**config.mk**
```make
export PLATFORM = sky130hd
export DESIGN_NAME = mmu_feeder
export DESIGN_NICKNAME = d
export VERILOG_FILES = /design/src/rtl/mmu_pkg.sv /design/src/rtl/mmu_skew_line.sv /design/src/rtl/mmu_feeder.sv
export SDC_FILE = /design/constraint.sdc
export NUM_CORES = 1
export LEC_CHECK = 0
export CAP_MARGIN = 20
export CORE_ASPECT_RATIO = 1.25
export CORE_MARGIN = 4
export CORE_UTILIZATION = 53
export DETAILED_ROUTE_END_ITERATION = 8
export GPL_ROUTABILITY_DRIVEN = 0
export MAX_ROUTING_LAYER = met4
export PLACE_DENSITY_LB_ADDON = 0.15
export REMOVE_ABC_BUFFERS = 1
export SKIP_LAST_GASP = 1
export SYNTH_ARGS = -nofsm -noshare
export SYNTH_HDL_FRONTEND = slang
export SYNTH_SLANG_ARGS = --single-unit
```
**constraint.sdc**
```tcl
create_clock -name clk -period 2.2 [get_ports clk]
set_input_delay 0.44 -clock clk [delete_from_list [all_inputs] [get_ports clk]]
set_output_delay 0.44 -clock clk [all_outputs]
set_load 0.005 [all_outputs]
```
**src/rtl/mmu_pkg.sv**
```systemverilog
// Shared defaults and types for the MMU feeder: array geometry, latency and FSM encoding.
package mmu_pkg;

  localparam int DEPTH     = 4;
  localparam int BIT_WIDTH = 8;
  localparam int SIZE      = 4;
  localparam int MMU_LAT   = 5;

  typedef enum logic [2:0] {
    IDLE    = 3'd0,
    COLLECT = 3'd1,
    LOAD    = 3'd2,
    STREAM  = 3'd3,
    DRAIN   = 3'd4
  } state_t;

  typedef logic [BIT_WIDTH-1:0] lane_t;

  // Bubbles needed after the last beat until its final tag has left lane size-1.
  function automatic int drain_len(input int size, input int lat);
    return size - 1 + lat + 1;
  endfunction

endpackage

```
**src/rtl/mmu_skew_line.sv**
```systemverilog
// N-stage registered delay line with synchronous clear; one per data lane and per tag lane.
module mmu_skew_line #(
  parameter int W = 8,
  parameter int N = 1
) (
  input  logic         clk,
  input  logic         rst,
  input  logic [W-1:0] i_d,
  output logic [W-1:0] o_q
);

  logic [W-1:0] r_pipe [N];

  always_ff @(posedge clk) begin
    if (rst) begin
      for (int i = 0; i < N; i++) r_pipe[i] <= '0;
    end else begin
      r_pipe[0] <= i_d;
      for (int i = 1; i < N; i++) r_pipe[i] <= r_pipe[i-1];
    end
  end

  assign o_q = r_pipe[N-1];

endmodule

```
**src/rtl/mmu_feeder.sv**
```systemverilog
// Initiator front end for the 4x4 weight-stationary MMU: buffers a weight tile, shifts it in,
// then streams skewed activations with per-lane result-valid tags.
//
// state   | meaning
// IDLE    | one cycle between tiles, no handshakes open
// COLLECT | accepting weight beats into wbuf
// LOAD    | shifting wbuf into the array, last-collected row first
// STREAM  | accepting activations, bubbles pushed on idle cycles
// DRAIN   | flushing skew and tag pipes before the next weight load
module mmu_feeder #(
  parameter int depth     = mmu_pkg::DEPTH,
  parameter int bit_width = mmu_pkg::BIT_WIDTH,
  parameter int size      = mmu_pkg::SIZE,
  parameter int MMU_LAT   = mmu_pkg::MMU_LAT
) (
  input  logic                       clk,
  input  logic                       rst,
  input  logic                       wt_valid,
  output logic                       wt_ready,
  input  logic [bit_width*depth-1:0] wt_data,
  input  logic                       act_valid,
  output logic                       act_ready,
  input  logic [bit_width*depth-1:0] act_data,
  input  logic                       act_last,
  output logic                       control,
  output logic [bit_width*depth-1:0] wt_arr,
  output logic [bit_width*depth-1:0] data_arr,
  output logic [size-1:0]            lane_valid,
  output logic                       busy,
  output logic                       tile_done
);

  import mmu_pkg::*;

  localparam int WW   = bit_width * depth;
  localparam int CW   = $clog2(size) + 1;
  localparam int AW   = $clog2(size);
  localparam int DLEN = drain_len(size, MMU_LAT);
  localparam int DW   = $clog2(size + MMU_LAT) + 1;

  state_t          r_state;
  state_t          w_state_nxt;
  logic [CW-1:0]   r_cnt;
  logic [CW-1:0]   w_cnt_nxt;
  logic [DW-1:0]   r_dcnt;
  logic [DW-1:0]   w_dcnt_nxt;
  logic [WW-1:0]   r_wbuf [size];

  logic            r_wt_ready;
  logic            r_act_ready;
  logic            r_control;
  logic [WW-1:0]   r_wt_arr;
  logic            r_busy;
  logic            r_tile_done;

  logic            w_wt_acc;
  logic            w_act_acc;
  logic [AW-1:0]   w_load_idx;
  logic [WW-1:0]   w_load_word;
  logic [WW-1:0]   w_push_data;
  logic            w_push_tag;

  assign w_wt_acc  = wt_valid  & r_wt_ready  & (r_state == COLLECT);
  assign w_act_acc = act_valid & r_act_ready & (r_state == STREAM);

  always_comb begin
    w_state_nxt = r_state;
    w_cnt_nxt   = r_cnt;
    w_dcnt_nxt  = r_dcnt;
    case (r_state)
      IDLE: begin
        w_state_nxt = COLLECT;
        w_cnt_nxt   = '0;
      end
      COLLECT: begin
        if (w_wt_acc) begin
          if (r_cnt == CW'(size - 1)) begin
            w_state_nxt = LOAD;
            w_cnt_nxt   = '0;
          end else begin
            w_cnt_nxt = r_cnt + 1'b1;
          end
        end
      end
      LOAD: begin
        if (r_cnt == CW'(size - 1)) begin
          w_state_nxt = STREAM;
          w_cnt_nxt   = '0;
        end else begin
          w_cnt_nxt = r_cnt + 1'b1;
        end
      end
      STREAM: begin
        if (w_act_acc && act_last) begin
          w_state_nxt = DRAIN;
          w_dcnt_nxt  = '0;
        end
      end
      DRAIN: begin
        if (r_dcnt == DW'(DLEN - 1)) begin
          w_state_nxt = IDLE;
          w_dcnt_nxt  = '0;
        end else begin
          w_dcnt_nxt = r_dcnt + 1'b1;
        end
      end
      default: begin
        w_state_nxt = IDLE;
        w_cnt_nxt   = '0;
        w_dcnt_nxt  = '0;
      end
    endcase
  end

  // Outputs are registered from next-state values; the last weight beat is forwarded
  // because it lands in wbuf on the same edge that opens LOAD.
  assign w_load_idx  = AW'(size - 1) - w_cnt_nxt[AW-1:0];
  assign w_load_word = (w_wt_acc && (r_cnt[AW-1:0] == w_load_idx)) ? wt_data
                                                                   : r_wbuf[w_load_idx];

  always_ff @(posedge clk) begin
    if (w_wt_acc) r_wbuf[r_cnt[AW-1:0]] <= wt_data;
  end

  always_ff @(posedge clk) begin
    if (rst) begin
      r_state     <= IDLE;
      r_cnt       <= '0;
      r_dcnt      <= '0;
      r_wt_ready  <= 1'b0;
      r_act_ready <= 1'b0;
      r_control   <= 1'b0;
      r_wt_arr    <= '0;
      r_busy      <= 1'b0;
      r_tile_done <= 1'b0;
    end else begin
      r_state     <= w_state_nxt;
      r_cnt       <= w_cnt_nxt;
      r_dcnt      <= w_dcnt_nxt;
      r_wt_ready  <= (w_state_nxt == COLLECT);
      r_act_ready <= (w_state_nxt == STREAM);
      r_control   <= (w_state_nxt == LOAD);
      r_wt_arr    <= (w_state_nxt == LOAD) ? w_load_word : '0;
      r_busy      <= (w_state_nxt != IDLE);
      r_tile_done <= (w_state_nxt == DRAIN) && (w_dcnt_nxt == DW'(DLEN - 1));
    end
  end

  assign w_push_data = w_act_acc ? act_data : '0;
  assign w_push_tag  = w_act_acc;

  for (genvar k = 0; k < depth; k++) begin : g_data
    mmu_skew_line #(.W(bit_width), .N(k + 1)) u_line (
      .clk (clk),
      .rst (rst),
      .i_d (w_push_data[k*bit_width +: bit_width]),
      .o_q (data_arr[k*bit_width +: bit_width])
    );
  end

  // Tags travel on their own lines so a bubble can never be reported as a result.
  for (genvar k = 0; k < size; k++) begin : g_tag
    mmu_skew_line #(.W(1), .N(k + 1 + MMU_LAT)) u_line (
      .clk (clk),
      .rst (rst),
      .i_d (w_push_tag),
      .o_q (lane_valid[k])
    );
  end

  assign wt_ready  = r_wt_ready;
  assign act_ready = r_act_ready;
  assign control   = r_control;
  assign wt_arr    = r_wt_arr;
  assign busy      = r_busy;
  assign tile_done = r_tile_done;

endmodule

```
# After elaboration in Yosys (flattened, before gate mapping)
# Memory sizes are Yosys's and may differ from the RTL's. A register that Yosys moved wholly into a read port is not among the register bits.
# Cells that the tools add are included.
# W data, S select, Z words.
[classes]
reduce_logical = 9
n_bitwise = 45
mux = 59
n_addsub = 3
n_eq_ne = 12
[op_table]
columns = ["cell", "count"]
rows = [
  ["$mux W8", 10],
  ["$or A1 B1 Y1", 39],
  ["$mux W1", 36],
  ["$mux W32", 1],
  ["$mux W3", 7],
  ["$eq A3 B2 Y1 const B", 5],
  ["$pmux W3 S5", 1],
  ["$pmux W5 S3", 1],
  ["$eq A5 B4 Y1 const B", 2],
  ["$mux W5", 2],
  ["$pmux W3 S3", 1],
  ["$reduce_or A8 Y1", 1],
  ["$eq A3 B1 Y1 const B", 2],
  ["$eq A3 B3 Y1 const B", 2],
  ["$add A5 B1 Y5 const B", 1],
  ["$and A1 B1 Y1", 4],
  ["$reduce_or A2 Y1", 2],
  ["$add A3 B1 Y3 const B", 1],
  ["$logic_not A3 Y1", 1],
  ["$reduce_bool A3 Y1", 1],
  ["$reduce_or A3 Y1", 1],
  ["$logic_and A1 B1 Y1", 2],
  ["$ne A2 B2 Y1 const B", 1],
  ["$not A1 Y1", 2],
  ["2 further kinds", 2],
]
[totals]
ff_bits = 16
memories = 9
elab_cells = 146
in_bits = 69
ramBits = 238
out_inout_bits = 73
[mem_list]
columns = ["name", "words", "word_bits", "rd", "rd_ports_with_merged_regs", "wr", "line", "source"]
rows = [
  ["r_wbuf", 4, 32, 1, 1, 1, "mmu_feeder.sv:47", "logic [WW-1:0] r_wbuf [size];"],
  ["g_data[3].u_line.r_pipe", 4, 8, 4, 0, 4, "mmu_skew_line.sv:12", "logic [W-1:0] r_pipe [N];"],
  ["g_data[2].u_line.r_pipe", 3, 8, 3, 0, 3, "mmu_skew_line.sv:12", ""],
  ["g_data[1].u_line.r_pipe", 2, 8, 2, 0, 2, "mmu_skew_line.sv:12", ""],
  ["g_tag[3].u_line.r_pipe", 9, 1, 9, 0, 9, "mmu_skew_line.sv:12", ""],
  ["g_data[0].u_line.r_pipe", 1, 8, 1, 0, 1, "mmu_skew_line.sv:12", ""],
  ["+3 memories", "-", "-", "-", "-", "-", "-", ""],
]

# Logic depth before layout (Yosys ltp)
[logic_depth]
word_depth = 8
mapped_depth = 10
ltp_nobuf = 8

# Cells and area by module
# From an unflattened synthesis, not the netlist that was laid out.
[unflattened]
hier_cells = 786
hier_area_um2 = 10405.0
[by_module_without_submodules]
columns = ["module", "n_inst", "area_per_inst_um2", "cells_each"]
rows = [
  ["mmu_feeder", 1, 7265.7, 544],
  ["mmu_skew_line (g_data[3].u_line)", 1, 863.3, 67],
  ["mmu_skew_line (g_data[2].u_line)", 1, 753.2, 58],
  ["mmu_skew_line (g_data[1].u_line)", 1, 524.3, 41],
  ["mmu_skew_line (g_data[0].u_line ...)", 2, 210.2, 16],
  ["mmu_skew_line (g_tag[3].u_line)", 1, 236.5, 18],
  ["mmu_skew_line (g_tag[1].u_line)", 1, 183.9, 14],
  ["mmu_skew_line (g_tag[0].u_line)", 1, 157.7, 12],
]

# Worst setup path after synthesis
# OpenSTA, ideal clock, no wires.
[synth_path]
path_kind = "flip-flop to flip-flop"
startpoint = "register r_cnt[0]"
endpoint = "register r_wt_arr[0], in the netlist wt_arr[0] (read register of r_wbuf)"
setup_ns = 0.087
required_time_ns = 2.113
path_stages_with_launch = 9
setup_slack_ns = 0.210
synth_period_minus_slack_ns = 1.990
arrival_time_ns = 1.903
cell_sequence = "dfxtp_1 ha_1 nand2b_1 a311oi_1 or2_1 clkbuf_1 clkbuf_1 a211oi_1 o31ai_1"
[synth_via]
elab_chain_cells = 7
[synth_rtl]
columns = ["element", "line", "source"]
rows = [
  ["start: declaration", "mmu_feeder.sv:43", "logic [CW-1:0] r_cnt;"],
  ["start signal: assignment", "mmu_feeder.sv:138", "r_cnt <= w_cnt_nxt;"],
  ["parallel branches: the longest is 7 deep, another holds $add A3 B1 Y3", "-", ""],
  ["end: declaration", "mmu_feeder.sv:52", "logic [WW-1:0] r_wt_arr;"],
]
# Parallel ways; which one is timed is not known. The select of a mux whose other input is x is not followed.
# A chain may end at the register's enable or synchronous reset.

# Worst setup path in the final report
[layout_path]
startpoint = "register r_state[2]"
endpoint = "register r_wt_arr[15], in the netlist wt_arr[15] (read register of r_wbuf)"
[layout_via]
elab_chain_cells = 8
[layout_rtl]
columns = ["element", "line", "source"]
rows = [
  ["start: declaration", "mmu_feeder.sv:41", "state_t r_state;"],
  ["start signal: assignment", "mmu_feeder.sv:137", "r_state <= w_state_nxt;"],
  ["$eq A3 B2 Y1", "mmu_feeder.sv:64, mmu_feeder.sv:70", ""],
  ["$and A1 B1 Y1", "mmu_feeder.sv:64", "assign w_act_acc = act_valid & r_act_ready & (r_state == STREAM);"],
  ["$logic_and A1 B1 Y1", "mmu_feeder.sv:94", "if (w_act_acc && act_last) begin"],
  ["$mux W3", "mmu_feeder.sv:94", ""],
  ["$pmux W3 S5", "mmu_feeder.sv:70", "case (r_state)"],
  ["$eq A3 B2 Y1", "mmu_feeder.sv:143", "r_wt_arr <= (w_state_nxt == LOAD) ? w_load_word : '0;"],
  ["$not A1 Y1 (no source line)", "-", ""],
  ["$reduce_or A2 Y1 (no source line)", "-", ""],
]
# Parallel ways exist; a longest one is shown, timed or not. The select of a mux whose other input is x is not followed.

==> impl_metrics.env <==
export IMPL_drt_iter0_markers=304
export IMPL_yosys_warnings=0
export IMPL_clk_pin_slew_ps=60
export IMPL_p_leak_nw=4.454
export IMPL_clk_latency_ps=510
export IMPL_area_growth_syn_to_layout_pct=29.20
export IMPL_post_dp_hpwl_mm=12.57
export IMPL_fin_tns_setup_ps=0
export IMPL_required_ps=2620
export IMPL_final_antenna_net_count=0
export IMPL_worstPathMaxFanout=16
export IMPL_antenna_found_initial=0
export IMPL_slew_headroom=0.6303
export IMPL_port_buffers=141
export IMPL_power_mw=9.957
export IMPL_path_cells="buf_4 > and2b_2 > o2111ai_1 > o2111ai_2 > nor4_4 > buf_6 > clkbuf_16 > nand2_1 > o31ai_1"
export IMPL_fin_area_um2=12210
export IMPL_synth_cell_type_count=45
export IMPL_die_h_um=157.3
export IMPL_nets=934
export IMPL_clockRootBuffer="clkbuf_16"
export IMPL_core_area_um2=17500
export IMPL_cts_sinks=265
export IMPL_fin_util=0.6980
export IMPL_cts_buffers=25
export IMPL_synth_top_area_frac=0.4066
export IMPL_grt_pass1_wl_mm=32.03
export IMPL_max_vdd_ir_drop_mv=0.6311
export IMPL_num_rows=54
export IMPL_drive_gt1_frac=0.1333
export IMPL_layout_commonest_cell="clkdlybuf4s50_1"
export IMPL_wl_met3_mm=1.764
export IMPL_yosys_area_top_type="edfxtp_1"
export IMPL_outcome="completed"
export IMPL_overflow=0
export IMPL_cellPowerDensity_nw_per_um2=815.2
export IMPL_synth_enable_flop_cells=128
export IMPL_routed_top_layer="met4"
export IMPL_drt_wirelength_per_cell_um=18.37
export IMPL_place_area_um2=11290
export IMPL_hold_viol_final=0
export IMPL_cts_hold_buf=0
export IMPL_cpMaxStageDelayCell="dfxtp_1"
export IMPL_met2WireLength_mm=10.27
export IMPL_die_area_um2=20050
export IMPL_arrival_ps=2520
export IMPL_ys_ff_latch=265
export IMPL_fin_ws_ps=100.4
export IMPL_max_stage_delay_ps=340
export IMPL_setup_worst_path_end_class="flop"
export IMPL_synthCells=712
export IMPL_initial_core_util=0.5403
export IMPL_register_area_um2=6591
export IMPL_synthArstFlopShare=0
export IMPL_vias=6075
export IMPL_hold_path_class="in2reg"
export IMPL_crit_family="compound AO/OA/AOI/OAI gates"
export IMPL_setup_violations_final=0
export IMPL_mostFrequentLayoutCells="clkdlybuf4s50_1, dfxtp_1, edfxtp_1"
export IMPL_multi_input_area_um2=2507
export IMPL_totalWireLength_mm=20.27
export IMPL_io_pins=142
export IMPL_place_ws_ps=-317.1
export IMPL_syn_area_per_cell_um2=13.28
export IMPL_drv_slew=0
export IMPL_syn_area_um2=9454
export IMPL_synth_flop_cell="dfxtp_1"
export IMPL_grt_use_total=0.2059
export IMPL_drc=0
export IMPL_cts_buffer_depth=3
export IMPL_crit_buf_inv=3
export IMPL_die_w_um=127.5
export IMPL_fmax_mhz=476.3
export IMPL_tightestPinTransition_ps=554.6
export IMPL_critPathKind="reg2reg"
export IMPL_detail_route_vias_per_cell=5.508
export IMPL_skew_ps=9.181
export IMPL_worstSetupStartpointType="flop"
export IMPL_period_needed_ps=2100
export IMPL_wl_met1_mm=7.808
export IMPL_grt_pass1_vias=6395
export IMPL_max_cap_violations=0
export IMPL_grt_max_degree=59
export IMPL_period_share=0.9544
export IMPL_tritoncts="built"
export IMPL_drtPass1Iterations=4
export IMPL_fillers=1220
export IMPL_h_tree_depth=1
export IMPL_yosysSeqAreaShare=0.6967
export IMPL_synth_top_cells_by_area="edfxtp_1, dfxtp_1, a211oi_1"
[worst min-delay path: cells and delay by family]
kind	cells	cell delay [ps]
buffers and inverters	2	190
AND/OR/NAND/NOR	1	180
[cells in the mapped netlist (all sizes together), types with 2 or more instances]
cell     count
inv          6
or2          5
nand2       35
nand4        3
a21o         2
a21oi        6
clkbuf      32
and3        71
ha           6
o31ai       33
and2b        2
dfxtp      137
nor3         2
nand2b       2
edfxtp     128
and2        36
and3b        2
a22oi        2
a211oi      65
o21ai        8
nor2b       63
o2111ai      2
nand3        3
nor2        14
buf         35
[layer usage]
metal  vias up  global-route usage
met1      2951              0.2309
met2       230              0.3586
li1       2861                   -
met3        33             0.05669
met4         0             0.06336
met5         -                   -
[where the power goes]
part | internal [mW] | total (mW) | switching, mW
clock | 2.57 | 4.30 | 1.74
sequential | 5.20 | 5.21 | 0.0124
combinational | 0.218 | 0.443 | 0.225
[state kept, by name, summed over array words and instances, names as in the netlist]
name	flops
tile_done	1
r_cnt	3
wt_arr	32
act_ready	1
g_data.u_line.r_pipe	80
control	1
r_wbuf	128
r_state	3
g_tag.u_line.r_pipe	9
r_dcnt	5
busy	1
wt_ready	1
[final cells by class]
class	instances	area share
Clock buffer	33	0.05962
Antenna cell	1	0.0002049
Timing Repair Buffer	187	0.1608
Clock inverter	13	0.009629
Tap cell	224	0.02295
Inverter	6	0.001844
Sequential cell	265	0.5396
Multi-Input combinational cell	374	0.2053
[what timing repair did]
item | 4_1_cts | 5_1_grt
buffers inserted | 0 | 1
setup endpoints to repair | 0 | 33
resized for setup | 0 | 14
[cells by family (layout without fill, tap and decap cells)]
group,after synthesis,in the layout,share of synthesized area
adder cells (fa/ha/maj),7,7,0.008999
other,0,1,0
flip-flops,265,265,0.6967
AND/OR/NAND/NOR,242,242,0.1521
AO/OA/AOI/OAI,125,125,0.09794
buffers and inverters,73,239,0.04434
[path summary, 6_finish.rpt]
| kind | start | end | slack (ps) | depth (start not counted) |
|---|---|---|---|---|
| hold / removal | rst | r_state[1]$_SDFF_PP0_ | 340 | 3 |
| setup / recovery | r_state[2]$_SDFF_PP0_ | wt_arr[15]$_SDFF_PP0_ | 100 | 9 |
| hold reg to reg | g_data[3].u_line.r_pipe[1][0]$_SDFF_PP0_ | g_data[3].u_line.r_pipe[2][0]$_SDFF_PP0_ | 430 | 1 |
| setup reg to reg | r_state[2]$_SDFF_PP0_ | wt_arr[15]$_SDFF_PP0_ | 100 | 9 |
[metrics by stage]
stage / hold slack (ps) / std cells
floorplan: 413.8 / 645
global placement: 415.0 / 1054
detailed placement: 420.4 / 1054
CTS: 355.3 / 1100
global route: 339.9 / 1102
finish: 341.5 / 1103
Power figures use the tool's default switching activity.
